`src/rtl/i2s_pkg.sv`:
```
// Shared types and default constants for the I2S codec power-up sequencer.
package i2s_pkg;

  typedef enum logic [2:0] {
    IDLE     = 3'd0,
    CLK_WAIT = 3'd1,
    SETTLE   = 3'd2,
    SYNC     = 3'd3,
    UNMUTE   = 3'd4,
    RUN      = 3'd5,
    FAULT    = 3'd6
  } seq_state_t;

  localparam int unsigned DEF_RESET_CYCLES    = 1024;
  localparam int unsigned DEF_SETTLE_CYCLES   = 4194304;
  localparam int unsigned DEF_UNMUTE_FRAMES   = 16;
  localparam int unsigned DEF_WATCHDOG_CYCLES = 512;

  function automatic int unsigned max_u(input int unsigned a, input int unsigned b);
    return (a > b) ? a : b;
  endfunction

  // Counter width that can hold n-1, never narrower than one bit.
  function automatic int unsigned cnt_width(input int unsigned n);
    return (n > 2) ? $clog2(n) : 1;
  endfunction

endpackage

```
`src/rtl/i2s_lrclk_edge.sv`:
```
// LRCLK edge detector: one register stage, cleared while the clock generator is held off.
module i2s_lrclk_edge (
  input  logic clk_i,
  input  logic srst_i,
  input  logic clr_i,
  input  logic lrclk_i,
  output logic rise_o,
  output logic any_o
);

  logic lrclk_q;

  always_ff @(posedge clk_i) begin
    if (srst_i || clr_i) begin
      lrclk_q <= 1'b0;
    end else begin
      lrclk_q <= lrclk_i;
    end
  end

  assign rise_o = lrclk_i & ~lrclk_q;
  assign any_o  = lrclk_i ^ lrclk_q;

endmodule

```
`src/rtl/i2s_codec_sequencer.sv`:
```
// Power-up / run-time sequencer for the PCM1808 ADC and soft-mute DAC on the shared I2S bus.
// Define I2S_SEQ_WATCHDOG_EN to build the LRCLK-loss watchdog and the FAULT state.
//
// state    | meaning
// IDLE     | clocks off, DAC muted, waiting for enable
// CLK_WAIT | clocks running, ADC reset interval
// SETTLE   | ADC output-valid interval
// SYNC     | waiting for the first LRCLK rising edge
// UNMUTE   | discarding frames with the DAC muted
// RUN      | DAC playing, per-frame strobes issued
// FAULT    | LRCLK lost, clocks off until enable drops
module i2s_codec_sequencer
  import i2s_pkg::*;
#(
  parameter int unsigned RESET_CYCLES    = DEF_RESET_CYCLES,
  parameter int unsigned SETTLE_CYCLES   = DEF_SETTLE_CYCLES,
  parameter int unsigned UNMUTE_FRAMES   = DEF_UNMUTE_FRAMES,
  parameter int unsigned WATCHDOG_CYCLES = DEF_WATCHDOG_CYCLES
) (
  input  logic       clk_i,
  input  logic       srst_i,
  input  logic       enable_i,
  input  logic       lrclk_i,
  output logic       clk_en_o,
  output logic       dac_xsmt_o,
  output logic       frame_start_o,
  output logic       running_o,
  output logic       fault_o,
  output logic [2:0] state_o
);

  localparam int unsigned TMR_W = cnt_width(max_u(RESET_CYCLES, SETTLE_CYCLES));
  localparam int unsigned FRM_W = $clog2(UNMUTE_FRAMES + 1);

  localparam logic [TMR_W-1:0] RESET_LAST  = TMR_W'(RESET_CYCLES - 1);
  localparam logic [TMR_W-1:0] SETTLE_LAST = TMR_W'(SETTLE_CYCLES - 1);
  localparam logic [FRM_W-1:0] FRAME_LAST  = FRM_W'(UNMUTE_FRAMES - 1);

  seq_state_t       state;
  seq_state_t       state_next;
  logic [TMR_W-1:0] tmr;
  logic [FRM_W-1:0] frm;
  logic             rise;
  logic             any_edge;
  logic             wd_expire;

  logic             clk_en_d;
  logic             xsmt_d;
  logic             frame_start_d;
  logic             running_d;

  i2s_lrclk_edge u_edge (
    .clk_i   (clk_i),
    .srst_i  (srst_i),
    .clr_i   (~clk_en_o),
    .lrclk_i (lrclk_i),
    .rise_o  (rise),
    .any_o   (any_edge)
  );

  // ---------------------------------------------------------------- state register
  always_ff @(posedge clk_i) begin
    if (srst_i) begin
      state <= IDLE;
    end else begin
      state <= state_next;
    end
  end

  // ---------------------------------------------------------------- next state
  always_comb begin
    state_next = state;
    case (state)
      IDLE:     if (enable_i) state_next = CLK_WAIT;
      CLK_WAIT: if (tmr == RESET_LAST) state_next = SETTLE;
      SETTLE:   if (tmr == SETTLE_LAST) state_next = SYNC;
      SYNC:     if (rise) state_next = UNMUTE;
      UNMUTE:   if (rise && (frm == FRAME_LAST)) state_next = RUN;
      RUN:      state_next = RUN;
      FAULT:    state_next = FAULT;
      default:  state_next = IDLE;
    endcase
    if (wd_expire) state_next = FAULT;
    // Dropping enable overrides everything, including a watchdog expiry.
    if (!enable_i) state_next = IDLE;
  end

  // ---------------------------------------------------------------- output decode
  always_comb begin
    clk_en_d      = 1'b0;
    xsmt_d        = 1'b0;
    frame_start_d = 1'b0;
    running_d     = 1'b0;
    case (state_next)
      CLK_WAIT, SETTLE, SYNC, UNMUTE: clk_en_d = 1'b1;
      RUN: begin
        clk_en_d      = 1'b1;
        xsmt_d        = 1'b1;
        running_d     = 1'b1;
        // The edge that enters RUN is still seen in UNMUTE, so it never strobes.
        frame_start_d = (state == RUN) && rise;
      end
      default: clk_en_d = 1'b0;
    endcase
  end

  always_ff @(posedge clk_i) begin
    if (srst_i) begin
      clk_en_o      <= 1'b0;
      dac_xsmt_o    <= 1'b0;
      frame_start_o <= 1'b0;
      running_o     <= 1'b0;
    end else begin
      clk_en_o      <= clk_en_d;
      dac_xsmt_o    <= xsmt_d;
      frame_start_o <= frame_start_d;
      running_o     <= running_d;
    end
  end

  assign state_o = state;

  // ---------------------------------------------------------------- interval timer
  always_ff @(posedge clk_i) begin
    if (srst_i) begin
      tmr <= '0;
    end else if ((state_next != state) || !((state == CLK_WAIT) || (state == SETTLE))) begin
      tmr <= '0;
    end else if (tmr != '1) begin
      tmr <= tmr + 1'b1;
    end
  end

  // ---------------------------------------------------------------- unmute frame counter
  always_ff @(posedge clk_i) begin
    if (srst_i) begin
      frm <= '0;
    end else if ((state == UNMUTE) && (state_next == UNMUTE)) begin
      if (rise) frm <= frm + 1'b1;
    end else begin
      frm <= '0;
    end
  end

`ifdef I2S_SEQ_WATCHDOG_EN
  localparam int unsigned WD_W = cnt_width(WATCHDOG_CYCLES);
  localparam logic [WD_W-1:0] WD_LAST = WD_W'(WATCHDOG_CYCLES - 1);

  logic [WD_W-1:0] wd;
  logic            wd_active;

  assign wd_active = (state == SYNC) || (state == UNMUTE) || (state == RUN);
  // An edge landing on the expiry cycle keeps the FSM alive.
  assign wd_expire = wd_active && (wd == WD_LAST) && !any_edge;

  always_ff @(posedge clk_i) begin
    if (srst_i) begin
      wd <= '0;
    end else if (!wd_active || any_edge) begin
      wd <= '0;
    end else if (wd != WD_LAST) begin
      wd <= wd + 1'b1;
    end
  end

  always_ff @(posedge clk_i) begin
    if (srst_i) begin
      fault_o <= 1'b0;
    end else begin
      fault_o <= (state_next == FAULT);
    end
  end
`else
  assign wd_expire = 1'b0;
  assign fault_o   = 1'b0;
`endif

endmodule

```
`config.mk`:
```
export PLATFORM = sky130hd
export DESIGN_NAME = i2s_codec_sequencer
export DESIGN_NICKNAME = d
export VERILOG_FILES = /design/src/rtl/i2s_pkg.sv /design/src/rtl/i2s_lrclk_edge.sv /design/src/rtl/i2s_codec_sequencer.sv
export SDC_FILE = /design/constraint.sdc
export NUM_CORES = 1
export LEC_CHECK = 0
export ABC_AREA = 1
export CAP_MARGIN = 15
export CELL_PAD_IN_SITES_DETAIL_PLACEMENT = 1
export CELL_PAD_IN_SITES_GLOBAL_PLACEMENT = 1
export CORE_AREA = 2 2 69 71
export CTS_BUF_LIST = sky130_fd_sc_hd__clkbuf_16
export CTS_CLUSTER_DIAMETER = 30
export CTS_CLUSTER_SIZE = 8
export DETAILED_ROUTE_END_ITERATION = 8
export DIE_AREA = 0 0 71 73
export GPL_TIMING_DRIVEN = 0
export PLACE_DENSITY_LB_ADDON = 0.1
export SYNTH_ARGS = -nofsm -noshare
export SYNTH_HDL_FRONTEND = slang
export SYNTH_SLANG_ARGS = --single-unit
```
`constraint.sdc`:
```
create_clock -name clk_i -period 2 [get_ports clk_i]
set_clock_uncertainty 0.15 [all_clocks]
set_input_delay 0.4 -clock clk_i [delete_from_list [all_inputs] [get_ports clk_i]]
set_output_delay 0.4 -clock clk_i [all_outputs]
set_load 0.005 [all_outputs]
```
==> results of run 1 <==
power by group through the flow:
| stage | clock, uW | sequential, uW | combinational (uW) |
|---|---|---|---|
| after floorplan | 0 | 699 | 31.2 |
| after global placement | 0 | 699 | 52.7 |
| after detailed placement | 0 | 699 | 53.5 |
| after CTS | 874 | 685 | 69.6 |
| after global routing | 907 | 685 | 87.3 |
| final | 852 | 685 | 78.8 |
tightest hold or removal path, cell delays in order:
cell and delay, ps:
sky130_fd_sc_hd__dlymetal6s2s_1 150, sky130_fd_sc_hd__nand2_1 70, sky130_fd_sc_hd__nor2_1 40
metal layers:
layer,up-vias,part of all wire (%),GRT usage [%]
li1,881,-,-
met1,818,43,22.7
met3,5,2.3,4.28
met2,18,53,35.0
met4,0,1.3,7.55
met5,-,0,0
per-stage QoR:
stage / util [%] / std cells
finish: 54.3 / 349
global route: 54.3 / 349
CTS: 49.7 / 341
detailed placement: 43.6 / 323
global placement: 43.6 / 323
floorplan: - / 259
state kept, by name (all words and copies together) (netlist names):
register / flops
running_o: 1
tmr: 22
clk_en_o: 1
frame_start_o: 1
frm: 5
u_edge.lrclk_q: 1
state_o: 3
cells by family after synthesis:
kind of cell,Yosys count
simple gates,156
compound gates,11
other cells,1
flops,34
buf+inv,31
fa+ha+maj,3
xor+xnor,23
cell usage after synthesis, types with 3 or more instances:
cell / instances
sky130_fd_sc_hd__nor2_1: 66
sky130_fd_sc_hd__nand2_1: 44
sky130_fd_sc_hd__dfxtp_1: 34
sky130_fd_sc_hd__inv_1: 24
sky130_fd_sc_hd__xor2_1: 18
sky130_fd_sc_hd__nand3_1: 13
sky130_fd_sc_hd__nor3_1: 11
sky130_fd_sc_hd__nand4_1: 7
sky130_fd_sc_hd__o21ai_0: 6
sky130_fd_sc_hd__nand2_2: 5
sky130_fd_sc_hd__xnor2_1: 5
sky130_fd_sc_hd__a21oi_1: 4
sky130_fd_sc_hd__ha_1: 3
sky130_fd_sc_hd__nor2_2: 3
cell type report:
cell class / count / share of cell area [%]
buffer: 5 / 1.88
clock inverter: 3 / 1.52
timing repair buffer: 28 / 10.1
sequential: 34 / 28.0
clock buffer: 5 / 5.08
inverter: 26 / 3.96
tap: 54 / 2.74
multi-input combinational: 194 / 46.7
path summary, 6_finish.rpt:
path | end | slack (ps) | depth (start not counted)
worst max-delay path | tmr[5] | 40 | 13
worst min-delay path | u_edge.lrclk_q | 270 | 3
worst max register to register | tmr[5] | 40 | 13
worst min register to register | u_edge.lrclk_q | 290 | 2
what timing repair did:
item | CTS | global route
cloned | 2 | 0
endpoints found under the setup margin | 25 | 27
pin swaps | 7 | 13
hold buffers | 0 | 0
gates resized for setup | 16 | 41
buffers inserted | 8 | 8
==> impl_metrics.yaml, run 1 <==
place:
  dp_worst_setup_slack_ps: -555
  replace_congestion: 0.787
  place_hpwl_um: 3150
  area_after_detailed_placement_sq_um: 1980
  place.port_buffers: 10
yosys:
  syn-num-nets: 266
  synthDistinctLibCells: 27
  synth_top_family_by_area: "simple AND/OR/NAND/NOR gates"
  synth-adder-area-share_pct: 2.08
  netlist_top_cells_area: "sky130_fd_sc_hd__dfxtp_1, sky130_fd_sc_hd__nor2_1, sky130_fd_sc_hd__nand2_1"
  synthSimpleGateAreaFrac_pct: 38.0
  synth_edf_count: 0
  yosysWarnings: 0
  post_synth_xor_area_fraction_pct: 11.1
  synth_mux_area_share_pct: 0
  synth-main-ff-cell: "sky130_fd_sc_hd__dfxtp_1"
  post-synth-top-area-fraction_pct: 37.6
  post_synth.cell_area_avg_sq_um: 6.98
  synth_top_area_cell: "sky130_fd_sc_hd__dfxtp_1"
  synth_compound_gate_area_share_pct: 3.18
  seq_area_frac_synth_pct: 37.6
  ys_async_sr_fraction_pct: 0
  synth_cells: 259
  synth_seq_cells: 34
  post_synth_instance_area_sq_um: 1810
die:
  die-area_sq_um: 5180
  ios: 12
  die_h_um: 73
  die_width_um: 71
  floorplan.initialDensity_pct: 39.9
  core_area_sq_um: 4540
  core.rowCount: 25
setup_path:
  worstPathRequired_ps: 2020
  crit-reg2reg-launch: "frm[1]"
  worstPathBufferInverterCount: 1
  crit_path_top_delay_cell: "sky130_fd_sc_hd__dfxtp_2"
  critical_path_cell_by_cell: "ha_4, and3_4, ha_4, nand3_2, o21ai_2, nor2_1, nand3_2, nand2_2, nand2_2, nand2_2, nand2_4, buf_6, nor2_1"
  cp-start-kind: "flop"
  setup.worst_path.end_class: "flop"
  start_point_of_the_critical_path: "frm[1]"
  timing.critical_path.max_delay_family: "simple AND/OR/NAND/NOR gates"
  critical_path.most_common_cell: "sky130_fd_sc_hd__nand2_2"
  critical_path.max_stage_delay_ps: 360
  critPathArrivalTime_ps: 1980
  cp_max_fo: 6
  worst_setup_path_type: "flop to flop"
power_and_ir_drop:
  p_int_uw: 1300
  clkPwrFrac_pct: 52.7
  seqPwrFrac_pct: 42.4
  cellPowerDensity_nw_per_um2: 656
  netSwitchingFraction_pct: 19.8
  switchingPower_uw: 319
  combPwrFrac_pct: 4.9
  total_power_uw: 1620
  p_leak_uw: 0.000993
  peak_supply_drop_uv: 351
finish:
  filler_cell_count: 574
  insertedDiodeCount: 0
  final_common_cell: "sky130_fd_sc_hd__nor2_1"
  final-seq-area_sq_um: 689
  finalNetCount: 301
  area_of_combinational_cells_with_multiple_inputs_sq_um: 1150
  mostFrequentLayoutCells: "sky130_fd_sc_hd__nor2_1, sky130_fd_sc_hd__nand2_1, sky130_fd_sc_hd__dfxtp_1"
  drive_gt1_share_pct: 27.1
  layout.cell_area.non_filler_sq_um: 2460
  flow.area_growth_from_synthesis_pct: 36.2
sta:
  hold_ws_ps: 271
  setup_violations: 0
  hold_viol: 0
  max_clock_freq_mhz: 509
  setup_total_negative_slack_ps: 0
  finalWorstSetupSlack_ps: 37.0
  final_critical_path_share_of_the_clock_period_pct: 98.1
  unrepaired_setup_endpoints_after_global_routing: "yes"
  layout_min_cycle_time_ps: 1960
  finalMaxSlewViolations: 0
routing:
  vias: 1722
  via_per_inst: 4.93
  detailedRoute.firstPassIterationCount: 4
  detail-route-antenna-nets: 0
  route.final.wire_length_um: 4740
  wl_per_cell_um: 13.6
  detailedRoute.firstIterationViolations: 46
  detail_route.drc_violations: 0
clock_network:
  tritoncts_clock_tree: "done"
  cts.path.max_buffers: 2
  cts_num_sinks: 34
  clockRootBuffer: "sky130_fd_sc_hd__clkbuf_16"
  number_of_clock_buffers_inserted_by_tritoncts: 5
  clock_transition_at_the_registers_of_the_reported_paths_ps: 50
  clk_latency_ps: 270
  cts_htree_levels: 2
global_route:
  first_pass_grt_wire_length_um: 7870
  maximum_number_of_pins_on_one_net_before_global_route_repair: 11
  antenna_found_initial: 0
  overflow: 0
  gr-usage-all-layers_pct: 19.5
  vias_in_the_first_global_route: 1675
worst_hold_path:
  hold_path.startpoint: "lrclk_i"
  holdCritPathClass: "primary input to flop"
flow_run:
  timing.max_cap.violations: 0
status:
  outcome: "completed"
Power figures use the tool's default switching activity.
==> run 2: changes to the inputs <==
- CELL_PAD_IN_SITES_DETAIL_PLACEMENT: 1 -> 2
- CELL_PAD_IN_SITES_GLOBAL_PLACEMENT: 1 -> 2
- CORE_AREA: 2 2 69 71 -> 2 2 78 80
- DIE_AREA: 0 0 71 73 -> 0 0 80 82
==> run 2 against run 1 <==
Register-to-register slack better by 20 ps; critical path type unchanged; non-clock buffer count is 3 lower; routed wire length is 17% higher; sequential share of layout area is 0.34 points lower; highest routed layer unchanged; maximum frequency is 1.0% higher; total power is 2.5% higher; worst hold slack worse by 15 ps; final cell count is 5.2% higher.
==> impl_metrics.yaml, run 2 (same netlist as run 1, synthesis figures left out) <==
finish:
  layout.cell_area.non_filler_sq_um: 2510
  final_common_cell: "sky130_fd_sc_hd__nor2_1"
  flow.area_growth_from_synthesis_pct: 38.9
  mostFrequentLayoutCells: "sky130_fd_sc_hd__nor2_1, sky130_fd_sc_hd__nand2_1, sky130_fd_sc_hd__dfxtp_1"
  finalNetCount: 298
  top_register: "tmr"
  drive_gt1_share_pct: 29.5
  insertedDiodeCount: 0
  largest_reg_flops: 22
die:
  floorplan.initialDensity_pct: 31.5
  die-area_sq_um: 6560
  die_h_um: 82
  core.rowCount: 28
  die_width_um: 80
  core_area_sq_um: 5750
  ios: 12
routing:
  route.final.wire_length_um: 5530
  detailedRoute.firstPassIterationCount: 3
  vias: 1752
  via_per_inst: 4.77
  wl_per_cell_um: 15.1
  detailedRoute.firstIterationViolations: 51
  detail_route.drc_violations: 0
  detail-route-antenna-nets: 0
setup_path:
  cp-start-kind: "flop"
  critical_path_cell_by_cell: "ha_4, and3_4, ha_4, nand3_2, o21ai_2, nor2_2, nand3_2, nand2_2, nand2_2, nand2_2, nand2_4, buf_8, nor2_1"
  worstPathBufferInverterCount: 1
  r2r_worst_path_depth: 13
  worstPathRequired_ps: 2030
  critical_path.max_stage_delay_ps: 350
  start_point_of_the_critical_path: "frm[0]"
  cp_max_fo: 6
  crit-reg2reg-capture: "tmr[14]"
  setup.worst_path.end_class: "flop"
  crit-reg2reg-launch: "frm[0]"
  critical_path.most_common_cell: "sky130_fd_sc_hd__nand2_2"
  worstSetupEndpoint: "tmr[14]"
  critPathArrivalTime_ps: 1970
  timing.critical_path.depth: 13
  r2r_slack_ps: 60
  timing.critical_path.max_delay_family: "simple AND/OR/NAND/NOR gates"
  worst_setup_path_type: "flop to flop"
  crit_path_top_delay_cell: "sky130_fd_sc_hd__dfxtp_2"
clock_network:
  cts_num_sinks: 34
  number_of_clock_buffers_inserted_by_tritoncts: 5
  cts_hold_repair.buffers: 0
  tritoncts_clock_tree: "done"
  cts_htree_levels: 2
  clockRootBuffer: "sky130_fd_sc_hd__clkbuf_16"
  clock_transition_at_the_registers_of_the_reported_paths_ps: 60
  cts.path.max_buffers: 2
  clk_latency_ps: 280
worst_hold_path:
  holdCritPathClass: "primary input to flop"
power_and_ir_drop:
  cellPowerDensity_nw_per_um2: 660
  peak_supply_drop_uv: 300
  total_power_uw: 1660
  p_leak_uw: 0.00100
global_route:
  vias_in_the_first_global_route: 1848
  overflow: 0
  first_pass_grt_wire_length_um: 8800
  gr-usage-all-layers_pct: 17.9
  antenna_found_initial: 0
  maximum_number_of_pins_on_one_net_before_global_route_repair: 12
sta:
  unrepaired_setup_endpoints_after_global_routing: "yes"
  final_critical_path_share_of_the_clock_period_pct: 97.1
  hold_viol: 0
  setup_violations: 0
  finalMaxSlewViolations: 0
  max_clock_freq_mhz: 515
  setup_total_negative_slack_ps: 0
  layout_min_cycle_time_ps: 1940
place:
  replace_congestion: 0.752
  place_hpwl_um: 3790
  place.port_buffers: 10
  area_after_detailed_placement_sq_um: 2000
status:
  outcome: "completed"
flow_run:
  timing.max_cap.violations: 0
==> run 2: metrics by stage <==
step / hold WS (ps) / std cells / worst slack [ps] / utilization, %
after floorplan: 283 / 259 / 143 / -
after global placement: 293 / 344 / -494 / 34.8
after detailed placement: 286 / 344 / -613 / 34.8
after CTS: 304 / 361 / -26.9 / 40.5
after global routing: 290 / 367 / -65.5 / 43.7
final: 256 / 367 / 57.0 / 43.7
==> run 2: where the power goes <==
part	total, uW	internal (uW)	switching [uW]
Sequential	684	680	4.20
Combinational	78.0	35.9	42.1
Clock	894	583	310
Total	1660	1300	357
==> run 2: per-layer routing <==
layer | GRT usage, % | vias up | part of all wire [%]
li1 | - | 874 | -
met1 | 19.2 | 857 | 43
met2 | 34.8 | 14 | 54
met3 | 3.63 | 7 | 1.9
met4 | 6.10 | 0 | 1.4
met5 | 0 | - | 0
==> run 2: worst register-to-register path: stages, from the launching register on <==
cell and delay, ps:
sky130_fd_sc_hd__dfxtp_2 350, sky130_fd_sc_hd__ha_4 140, sky130_fd_sc_hd__and3_4 190, sky130_fd_sc_hd__ha_4 120, sky130_fd_sc_hd__nand3_2 70, sky130_fd_sc_hd__o21ai_2 140, sky130_fd_sc_hd__nor2_2 50, sky130_fd_sc_hd__nand3_2 80
sky130_fd_sc_hd__nand2_2 70, sky130_fd_sc_hd__nand2_2 70, sky130_fd_sc_hd__nand2_2 60, sky130_fd_sc_hd__nand2_4 140, sky130_fd_sc_hd__buf_8 160, sky130_fd_sc_hd__nor2_1 50
==> run 2: layout make-up <==
cell class	instances	area [sq um]
Fill cell	691	3230
Clock buffer	5	125
Timing Repair Buffer	25	229
Sequential cell	34	694
Inverter	26	97.6
Buffer	5	46.3
Clock inverter	3	40.0
Multi-Input combinational cell	194	1180
Tap cell	75	93.8
==> run 2: how the worst min path moves through the flow <==
stage / cells past startpoint / from / to
after global placement: 2 / clk_en_o / u_edge.lrclk_q
final: 3 / lrclk_i / u_edge.lrclk_q
after floorplan: 2 / clk_en_o / u_edge.lrclk_q
after CTS: 2 / clk_en_o / u_edge.lrclk_q
after detailed placement: 2 / clk_en_o / u_edge.lrclk_q
after global routing: 3 / lrclk_i / u_edge.lrclk_q
==> run 2: what timing repair did <==
action / CTS / global route
buffers inserted: 7 / 6
endpoints found under the setup margin: 27 / 28
pin swaps: 11 / 14
resized for setup: 27 / 43
cloned: 2 / 0
